`src/rtl/knn_distance_feeder_pkg.sv`:
```
// Shared types and constants for the k-NN distance feeder and its lane packer.
package knn_pkg;

  localparam int unsigned REGISTER_SIZE = 11;
  localparam int unsigned LANES         = 4;
  localparam int unsigned LANE_W        = (LANES > 1) ? $clog2(LANES) : 1;

  typedef logic [REGISTER_SIZE:0]            dist_word_t;
  typedef logic [LANES-1:0][REGISTER_SIZE:0] beat_t;

  // Padding sorts behind every real distance.
  localparam dist_word_t DIST_PAD = '1;
  localparam beat_t      BEAT_PAD = {LANES{DIST_PAD}};

  typedef enum logic [2:0] {
    StIdle,
    StClear,
    StCollect,
    StDrain,
    StDone
  } feeder_state_e;

endpackage

```
`src/rtl/knn_distance_feeder_if.sv`:
```
// Upstream valid/ready word channel from the distance-compute stage into the feeder.
interface knn_distance_feeder_if;
  import knn_pkg::*;

  logic                     i_valid;
  logic                     o_ready;
  logic [REGISTER_SIZE-1:0] i_distance;
  logic                     i_group;

  modport master (output i_valid, output i_distance, output i_group, input o_ready);
  modport slave  (input i_valid, input i_distance, input i_group, output o_ready);

endinterface

```
`src/rtl/knn_distance_feeder_lane_packer.sv`:
```
// Packs accepted words into LANES-wide beats; pads and flushes the final partial beat.
module knn_lane_packer
  import knn_pkg::*;
(
  input  logic       clk,
  input  logic       rst,
  input  logic       i_accept,
  input  logic       i_last,
  input  dist_word_t i_word,
  output beat_t      o_distance,
  output logic       o_beat
);

  beat_t             r_lanes;
  beat_t             r_distance;
  logic              r_beat;
  logic [LANE_W-1:0] r_lane_idx;

  beat_t w_filled;
  logic  w_flush;

  always_comb begin
    w_filled             = r_lanes;
    w_filled[r_lane_idx] = i_word;
    w_flush = i_accept && ((r_lane_idx == LANE_W'(LANES - 1)) || i_last);
  end

  always_ff @(posedge clk or negedge rst) begin
    if (!rst) begin
      r_lanes    <= BEAT_PAD;
      r_distance <= BEAT_PAD;
      r_beat     <= 1'b0;
      r_lane_idx <= '0;
    end else begin
      r_beat     <= w_flush;
      r_distance <= w_flush ? w_filled : BEAT_PAD;
      if (w_flush) begin
        r_lanes    <= BEAT_PAD;
        r_lane_idx <= '0;
      end else if (i_accept) begin
        r_lanes    <= w_filled;
        r_lane_idx <= r_lane_idx + 1'b1;
      end
    end
  end

  assign o_distance = r_distance;
  assign o_beat     = r_beat;

endmodule

```
`src/rtl/knn_distance_feeder.sv`:
```
// Query sequencer feeding labelled distances into the bitonic sorter: clear, stream, drain, done.
module knn_distance_feeder
  import knn_pkg::*;
#(
  parameter int unsigned CNT_W        = 11,
  parameter int unsigned SORT_LATENCY = 3
) (
  input  logic                 clk,
  input  logic                 rst,
  input  logic                 i_start,
  input  logic [CNT_W-1:0]     i_num_points,
  knn_distance_feeder_if.slave io_up,
  output beat_t                o_distance,
  output logic                 o_sorting_indication,
  output logic                 o_clr_smallest_data_regs,
  output logic                 o_busy,
  output logic                 o_done
);

  localparam int unsigned      DRAIN_W = (SORT_LATENCY > 1) ? $clog2(SORT_LATENCY) : 1;
  localparam logic [CNT_W-1:0] MAX_PTS = CNT_W'(1) << (CNT_W - 1);

  feeder_state_e      r_state, w_state_d;
  logic [CNT_W-1:0]   r_remaining, w_remaining_d;
  logic [DRAIN_W-1:0] r_drain_cnt, w_drain_d;
  logic               r_ready, r_clr, r_busy, r_done;
  logic               w_accept;

  assign w_accept = io_up.i_valid & r_ready;

  always_comb begin
    w_state_d     = r_state;
    w_remaining_d = r_remaining;
    w_drain_d     = r_drain_cnt;
    unique case (r_state)
      StIdle: begin
        if (i_start) begin
          w_remaining_d = (i_num_points > MAX_PTS) ? MAX_PTS : i_num_points;
          w_state_d     = StClear;
        end
      end
      StClear: w_state_d = (r_remaining == '0) ? StDone : StCollect;
      StCollect: begin
        // remaining reaches zero in the cycle the final beat is on the bus
        if (r_remaining == '0) begin
          w_state_d = StDrain;
        end else if (w_accept) begin
          w_remaining_d = r_remaining - CNT_W'(1);
        end
      end
      StDrain: begin
        if (r_drain_cnt == DRAIN_W'(SORT_LATENCY - 1)) begin
          w_drain_d = '0;
          w_state_d = StDone;
        end else begin
          w_drain_d = r_drain_cnt + 1'b1;
        end
      end
      StDone:  w_state_d = StIdle;
      default: w_state_d = StIdle;
    endcase
  end

  always_ff @(posedge clk or negedge rst) begin
    if (!rst) begin
      r_state     <= StIdle;
      r_remaining <= '0;
      r_drain_cnt <= '0;
      r_ready     <= 1'b0;
      r_clr       <= 1'b0;
      r_busy      <= 1'b0;
      r_done      <= 1'b0;
    end else begin
      r_state     <= w_state_d;
      r_remaining <= w_remaining_d;
      r_drain_cnt <= w_drain_d;
      r_ready     <= (w_state_d == StCollect) && (w_remaining_d != '0);
      r_clr       <= (w_state_d == StClear);
      r_busy      <= (w_state_d != StIdle);
      r_done      <= (w_state_d == StDone);
    end
  end

  knn_lane_packer u_packer (
    .clk        (clk),
    .rst        (rst),
    .i_accept   (w_accept),
    .i_last     (r_remaining == CNT_W'(1)),
    .i_word     ({io_up.i_distance, io_up.i_group}),
    .o_distance (o_distance),
    .o_beat     (o_sorting_indication)
  );

  assign io_up.o_ready            = r_ready;
  assign o_clr_smallest_data_regs = r_clr;
  assign o_busy                   = r_busy;
  assign o_done                   = r_done;

endmodule

```
`src/flat_wrapper.sv`:
```
// flat-port wrapper written by rule: the top's interface ports become plain ports
module knn_distance_feeder_flat import knn_pkg::*;
#(
  parameter int unsigned CNT_W        = 11,
  parameter int unsigned SORT_LATENCY = 3
)
  (clk, rst, i_start, i_num_points, o_distance, o_sorting_indication, o_clr_smallest_data_regs, o_busy, o_done, io_up_i_valid, io_up_i_distance, io_up_i_group, io_up_o_ready);
  knn_distance_feeder_if io_up_i ();
  input  logic clk;
  input  logic rst;
  input  logic i_start;
  input  logic [CNT_W-1:0] i_num_points;
  output beat_t o_distance;
  output logic o_sorting_indication;
  output logic o_clr_smallest_data_regs;
  output logic o_busy;
  output logic o_done;
  input wire logic [$bits(io_up_i.i_valid)-1:0] io_up_i_valid;
  input wire logic [$bits(io_up_i.i_distance)-1:0] io_up_i_distance;
  input wire logic [$bits(io_up_i.i_group)-1:0] io_up_i_group;
  output wire logic [$bits(io_up_i.o_ready)-1:0] io_up_o_ready;
  assign io_up_i.i_valid = io_up_i_valid;
  assign io_up_i.i_distance = io_up_i_distance;
  assign io_up_i.i_group = io_up_i_group;
  assign io_up_o_ready = io_up_i.o_ready;
  knn_distance_feeder #(.CNT_W(CNT_W), .SORT_LATENCY(SORT_LATENCY)) u_core (.clk(clk), .rst(rst), .i_start(i_start), .i_num_points(i_num_points), .io_up(io_up_i), .o_distance(o_distance), .o_sorting_indication(o_sorting_indication), .o_clr_smallest_data_regs(o_clr_smallest_data_regs), .o_busy(o_busy), .o_done(o_done));
endmodule
```
`config.mk`:
```
export PLATFORM = sky130hd
export DESIGN_NAME = knn_distance_feeder_flat
export DESIGN_NICKNAME = d
export VERILOG_FILES = /design/src/rtl/knn_distance_feeder_pkg.sv /design/src/rtl/knn_distance_feeder_if.sv /design/src/rtl/knn_distance_feeder_lane_packer.sv /design/src/rtl/knn_distance_feeder.sv /design/src/flat_wrapper.sv
export SDC_FILE = /design/constraint.sdc
export NUM_CORES = 1
export LEC_CHECK = 0
export CORE_MARGIN = 2
export CORE_UTILIZATION = 51
export DETAILED_ROUTE_END_ITERATION = 16
export PLACE_DENSITY = 0.73
export SYNTH_ARGS = -nofsm -noshare
export SYNTH_HDL_FRONTEND = slang
export SYNTH_SLANG_ARGS = --single-unit
```
`constraint.sdc`:
```
create_clock -name clk -period 6.84 [get_ports clk]
set_input_delay 0.684 -clock clk [delete_from_list [all_inputs] [get_ports clk]]
set_output_delay 0.684 -clock clk [all_outputs]
set_load 0.01 [all_outputs]
```
==> run_results.csv, run 1 <==
group,metric,value,unit
run_status,status,"complete, no violations",
place,io_buffers,79,
synthesis,yosys_warnings,0,
timing,skew,0.008998,ns
detailed_routing,first_iter_violations,169,
place,preCtsSetupSlack,3.740,ns
clock_network,clock_latency,0.52,ns
clock_network,clock_path_buffers,2,
clock_network,clk_pin_slew_worst_paths,0.06,ns
synthesis,synth_area,0.005165,mm²
timing,rsz0062_at_grt,"no",
place,gp_congestion,0.8537,
detailed_routing,wl,11.82,mm
worst_setup_path,critical-path-max-stage-delay,0.64,ns
layout,layout-drive-gt1-share,0.2989,
clock_network,tritoncts,"yes",
floorplanning,die_w,104.6,µm
global_route,grt-ovfl-total,0,
place,dp.cells,623,
synthesis,yosysSeqAreaShare,0.5998,
floorplanning,design.die.area,0.01095,mm²
detailed_routing,vias,3627,
worst_setup_path,critical_path.slowest_cell,"nor3_1",
worst_setup_path,r2r_start,"u_core.r_remaining[0]",
clock_network,post_cts_buffers,0,
layout,num_antenna_cells,0,
synthesis,avgSynthCellArea,11.90,µm²
timing,hold_viol_final,0,
global_route,antenna_found_initial,0,
timing,slew_headroom,0.2642,
clock_network,htreeDepth,4,
floorplanning,die_h,104.6,µm
synthesis,synth_seq_cells,119,
clock_network,post_cts_resized,0,
clock_network,clock-sinks,119,
worst_setup_path,cp_cell_sequence,"inv_1 -> ha_1 -> or3b_1 -> nor3_1 -> nor3_1 -> nor3b_1 -> a211oi_1 -> nor3_1 -> a21oi_1",
global_route,grt_pass1_wl,19.29,mm
timing,slew_viol_final,0,
worst_setup_path,endpoint_kind,"flop",
floorplanning,core_area,0.009819,mm²
detailed_routing,routedLengthMet1,5.304,mm
detailed_routing,vias_per_cell,5.537,
detailed_routing,wl_met3,535,µm
synthesis,yosys_most_used_dff,"dfstp_2",
timing,min_period_over_period,0.3989,
worst_setup_path,cp_max_fo,7,
worst_setup_path,critPathLaunchType,"flop",
detailed_routing,wl_per_cell,18.04,µm
timing,tns,0,ns
detailed_routing,drtPass1Iterations,4,
worst_setup_path,rrSetupSlack,4.11,ns
hold_path,hold_class,"primary input to asynchronous set/reset pin",
layout,seqCellArea,0.003098,mm²
synthesis,async_reset_ff_frac,1.000,
floorplanning,rows,36,
floorplanning,start_util,0.5260,
timing,fmax,366.5,MHz
layout,nets,542,
layout,layout_commonest_cell,"dfstp_2",
synthesis,synth-edff-count,0,
detailed_routing,remaining_drc_errors,0,
synthesis,synthCells,434,
timing,setup_viol,0,
worst_setup_path,regToRegEndpoint,"u_core.io_up.o_ready",
layout,multi_input_area,0.001924,mm²
clock_network,cts-root-buf,"clkbuf_8",
timing,worst_pin_slew,1.104,ns
worst_setup_path,crit_top_cell,"nor3_1",
detailed_routing,wl_met2,5.796,mm
power,p_leak,2.570,nW
place,hpwl,7.961,mm
power,p_per_area,440.1,mW/mm²
layout,final_cell_mix,"dfstp_2, clkdlybuf4s50_1, nand2_1",
layout,area_growth,28.56,%
job,max_cap_viol_count,0,
clock_network,cts-buffers-inserted,17,
timing,worst_slack,4.112,ns
global_route,track_usage,0.2291,
worst_setup_path,path_class,"flop to flop",
worst_setup_path,cp.required,7.22,ns
detailed_routing,dr.max_layer_used,"met4",
clock_network,holdBufCountCts,0,
layout,nFillCells,805,
layout,fin_cells,655,
layout,utilization,0.6762,
power,peakVddDrop,0.2763,mV
worst_setup_path,reg2reg_depth,9,
timing,layout_min_cycle_time,2.728,ns
global_route,grt_pass1_vias,3655,
floorplanning,pin_count,80,
detailed_routing,ant_nets,0,
worst_setup_path,crit_arrival,3.11,ns
global_route,grt_max_degree,76,
synthesis,synth.distinct_cells,53,
synthesis,synth_fp_nets,467,
## kinds of logic after synthesis
group           share of synthesized area
fa+ha+maj                         0.01453
compound gates                     0.1090
flops                              0.5998
simple gates                       0.1490
mux                               0.09520
buf+inv                           0.02907
xor+xnor                         0.003392
## worst max path at each step
| stage | startpoint | to | slack (ns) | depth (start not counted) |
|---|---|---|---|---|
| final | u_core.r_remaining[0] | u_core.io_up.o_ready | 4.11 | 9 |
| after global routing | u_core.r_remaining[0] | u_core.io_up.o_ready | 3.91 | 9 |
| after CTS | u_core.u_packer.r_lane_idx[0] | u_core.u_packer.r_lanes[18] | 4.10 | 4 |
| after detailed placement | i_start | u_core.io_up.o_ready | 3.74 | 7 |
| after global placement | i_start | u_core.io_up.o_ready | 3.79 | 7 |
| after floorplan | u_core.r_remaining[0] | u_core.io_up.o_ready | 4.48 | 9 |
## sequential cells by signal (all words and copies together) (netlist names)
register and flops:
u_core.u_packer.o_distance 48, u_core.u_packer.r_lanes 48, u_core.r_remaining 11, u_core.r_state 3, u_core.r_drain_cnt 2, u_core.u_packer.r_lane_idx 2, u_core.io_up.o_ready 1, u_core.o_busy 1
u_core.o_clr_smallest_data_regs 1, u_core.o_done 1, u_core.u_packer.o_beat 1
## power breakdown
group	internal, W	switching, W	total [W]	leakage, nW
logic	0.000410	0.000461	0.000871	0.977
registers	0.00100	0.000156	0.00116	1.30
clock network	0.000586	0.000306	0.000892	0.297
## critical path: cells and delay by family, from the launching register on
kind                     cells  cell delay, ns
AO/OA/AOI/OAI                2            0.20
buffers and inverters        1            0.10
adder cells (fa/ha/maj)      1            0.21
AND/OR/NAND/NOR              5            1.66
flip-flops                   1            0.41
## synthesized netlist by cell type, drive strengths merged, types with 3 or more instances
cell / number / share of area
nor3: 7 / 0.0068
mux2i: 48 / 0.093
dfstp: 96 / 0.49
or2: 13 / 0.016
nand3: 4 / 0.0039
dfrtp: 23 / 0.11
clkbuf: 23 / 0.017
nand2b: 3 / 0.0036
nor2: 14 / 0.011
nor4: 8 / 0.011
o22a: 36 / 0.061
ha: 6 / 0.015
o21ai: 10 / 0.0097
a21oi: 8 / 0.0078
or3: 6 / 0.0094
a31oi: 3 / 0.0036
inv: 12 / 0.0087
nor3b: 3 / 0.0044
nand4: 4 / 0.0048
nand2: 72 / 0.054
nand3b: 3 / 0.0044
and3: 3 / 0.0046
## final cells by class
type,instances,share of cell area
sequential,119,0.4666
multi-input combinational,278,0.2898
timing repair buffer,81,0.1210
clock buffer,22,0.06972
tap,133,0.02506
clock inverter,10,0.02110
inverter,12,0.006783
## metrics by stage
stage / total power, W / instance area (µm²) / hold WS [ns]
global placement: 0.002008 / 6037 / 0.4950
global route: 0.003085 / 6640 / 0.1774
finish: 0.002922 / 6640 / 0.1494
detailed placement: 0.002027 / 6037 / 0.5057
floorplan: 0.001766 / 5165 / 0.3884
CTS: 0.002944 / 6640 / 0.1471
## metal layers
| layer | track usage | vias up |
|---|---|---|
| met5 | 0 | - |
| met4 | 0.08095 | 0 |
| met3 | 0.06488 | 13 |
| met2 | 0.3599 | 86 |
| met1 | 0.3062 | 1836 |
| li1 | - | 1692 |
(Power assumes the default switching activity.)
==> run 2: changes to the inputs <==
==> constraint.sdc (replaced) <==
create_clock -name clk -period 2.6 [get_ports clk]
set_input_delay 0.26 -clock clk [delete_from_list [all_inputs] [get_ports clk]]
set_output_delay 0.26 -clock clk [all_outputs]
set_load 0.01 [all_outputs]
==> run_results.csv, run 2 (synthesized netlist as in run 1, its figures left out) <==
group,metric,value,unit
detailed_routing,vias_per_cell,5.436,
layout,layout_commonest_cell,"dfstp_2",
hold_path,hold_class,"primary input to asynchronous set/reset pin",
timing,setup_viol,0,
place,hpwl,8.346,mm
layout,layout-drive-gt1-share,0.3370,
worst_setup_path,endpoint_kind,"flop",
clock_network,cts-buffers-inserted,17,
worst_setup_path,r2r_start,"u_core.r_remaining[1]",
layout,fin_cells,676,
global_route,grt_max_degree,67,
worst_setup_path,crit_arrival,2.91,ns
job,max_cap_viol_count,0,
layout,nFillCells,710,
global_route,grt-ovfl-total,0,
detailed_routing,ant_nets,0,
floorplanning,design.die.area,0.01095,mm²
place,io_buffers,79,
timing,skew,0.009681,ns
detailed_routing,vias,3675,
detailed_routing,remaining_drc_errors,0,
worst_setup_path,rrSetupSlack,0.1,ns
place,dp.cells,641,
detailed_routing,wl,12.30,mm
global_route,antenna_found_initial,0,
power,peakVddDrop,0.5941,mV
clock_network,cts-root-buf,"clkbuf_8",
global_route,grt_pass1_vias,3874,
layout,final_cell_mix,"dfstp_2, clkdlybuf4s50_1, nand2_1",
worst_setup_path,reg2reg_depth,9,
place,gp_congestion,0.9161,
layout,area_growth,32.80,%
detailed_routing,drtPass1Iterations,5,
clock_network,clock_latency,0.53,ns
power,p_per_area,1154,mW/mm²
floorplanning,die_h,104.6,µm
timing,layout_min_cycle_time,2.501,ns
clock_network,htreeDepth,4,
floorplanning,pin_count,80,
run_status,status,"complete, no violations",
clock_network,tritoncts,"yes",
clock_network,clock-sinks,119,
floorplanning,core_area,0.009819,mm²
floorplanning,rows,36,
clock_network,clk_pin_slew_worst_paths,0.06,ns
timing,worst_pin_slew,0.7811,ns
detailed_routing,first_iter_violations,132,
timing,fmax,399.8,MHz
timing,tns,0,ns
detailed_routing,wl_per_cell,18.19,µm
worst_setup_path,regToRegEndpoint,"u_core.io_up.o_ready",
timing,rsz0062_at_grt,"no",
worst_setup_path,cp_max_fo,4,
timing,holdWs,0.1637,ns
timing,slew_viol_final,0,
timing,min_period_over_period,0.9620,
timing,hold_viol_final,0,
floorplanning,start_util,0.5260,
worst_setup_path,critPathLaunchType,"flop",
global_route,grt_pass1_wl,20.15,mm
timing,slew_headroom,0.4737,
worst_setup_path,cp.required,3.00,ns
global_route,track_usage,0.2392,
layout,nets,563,
worst_setup_path,path_class,"flop to flop",
power,p_leak,2.681,nW
clock_network,clock_path_buffers,2,
floorplanning,die_w,104.6,µm
layout,num_antenna_cells,0,
[run 2: cell types whose count changed in the layout (fill, tap and decap cells not counted), sizes merged]
cell / before / now
buf: 3 / 23
clkbuf: 22 / 19
clkinv: 2 / 5
clkinvlp: 1 / 2
dlygate4sd3: 0 / 1
inv: 16 / 15
[run 2: worst max-delay path by stage]
stage	start	end	slack, ns	depth (start not counted)
after floorplan	u_core.r_remaining[0]	u_core.io_up.o_ready	0.24	9
after detailed placement	u_core.r_remaining[0]	u_core.io_up.o_ready	-0.02	9
final	u_core.r_remaining[1]	u_core.io_up.o_ready	0.1	9
after global placement	u_core.r_remaining[0]	u_core.io_up.o_ready	0.02	9
after CTS	u_core.r_remaining[0]	u_core.io_up.o_ready	0.02	10
after global routing	u_core.r_remaining[9]	u_core.io_up.o_ready	0.003	7
[run 2: stage by stage]
stage | area, µm² | total power, W | util | worst slack [ns]
detailed placement | 6197 | 0.005451 | 0.6311 | -0.01537
global placement | 6197 | 0.005406 | 0.6311 | 0.01888
finish | 6859 | 0.007918 | 0.6985 | 0.09876
CTS | 6819 | 0.007910 | 0.6944 | 0.02301
floorplan | 5165 | 0.004647 | - | 0.2429
global route | 6859 | 0.008352 | 0.6985 | 0.003116
[run 2: critical path, cell delays in order, from the launching register on]
cell and delay [ns]:
dfrtp_1 0.40, inv_1 0.12, ha_4 0.16, or3b_4 0.41
nor2_4 0.14, a21oi_1 0.07, a221o_1 0.29, or3_1 0.39
nor4_2 0.28, a21oi_1 0.11
[run 2: cell type report]
type | instances | area (µm²) | share of cell area
Tap cell | 133 | 166.4 | 0.02426
Clock buffer | 19 | 441.7 | 0.06439
Multi-Input combinational cell | 278 | 1952 | 0.2846
Sequential cell | 119 | 3098 | 0.4517
Clock inverter | 13 | 167.7 | 0.02444
Timing Repair Buffer | 102 | 988.4 | 0.1441
Inverter | 12 | 45.04 | 0.006567
[run 2: metal layers]
metal  vias to the layer above  GRT usage  part of all wire
li1                       1734          -                 -
met1                      1816     0.3058              0.42
met2                       104     0.3936              0.51
met3                        21    0.05802             0.049
met4                         0    0.09524             0.017
met5                         -          0                 0
[run 2: power by group]
part / internal, W / switching (W)
clock: 0.00152 / 0.000858
sequential: 0.00264 / 0.000401
combinational: 0.00122 / 0.00128
total: 0.00538 / 0.00254
[run 2: what timing repair did]
action,CTS,global route
gates cloned,0,0
hold endpoints to repair,22,0
hold buffers,1,0
pin swaps,1,4
buffers inserted,0,2
endpoints found under the setup margin,1,1
resized for setup,1,6
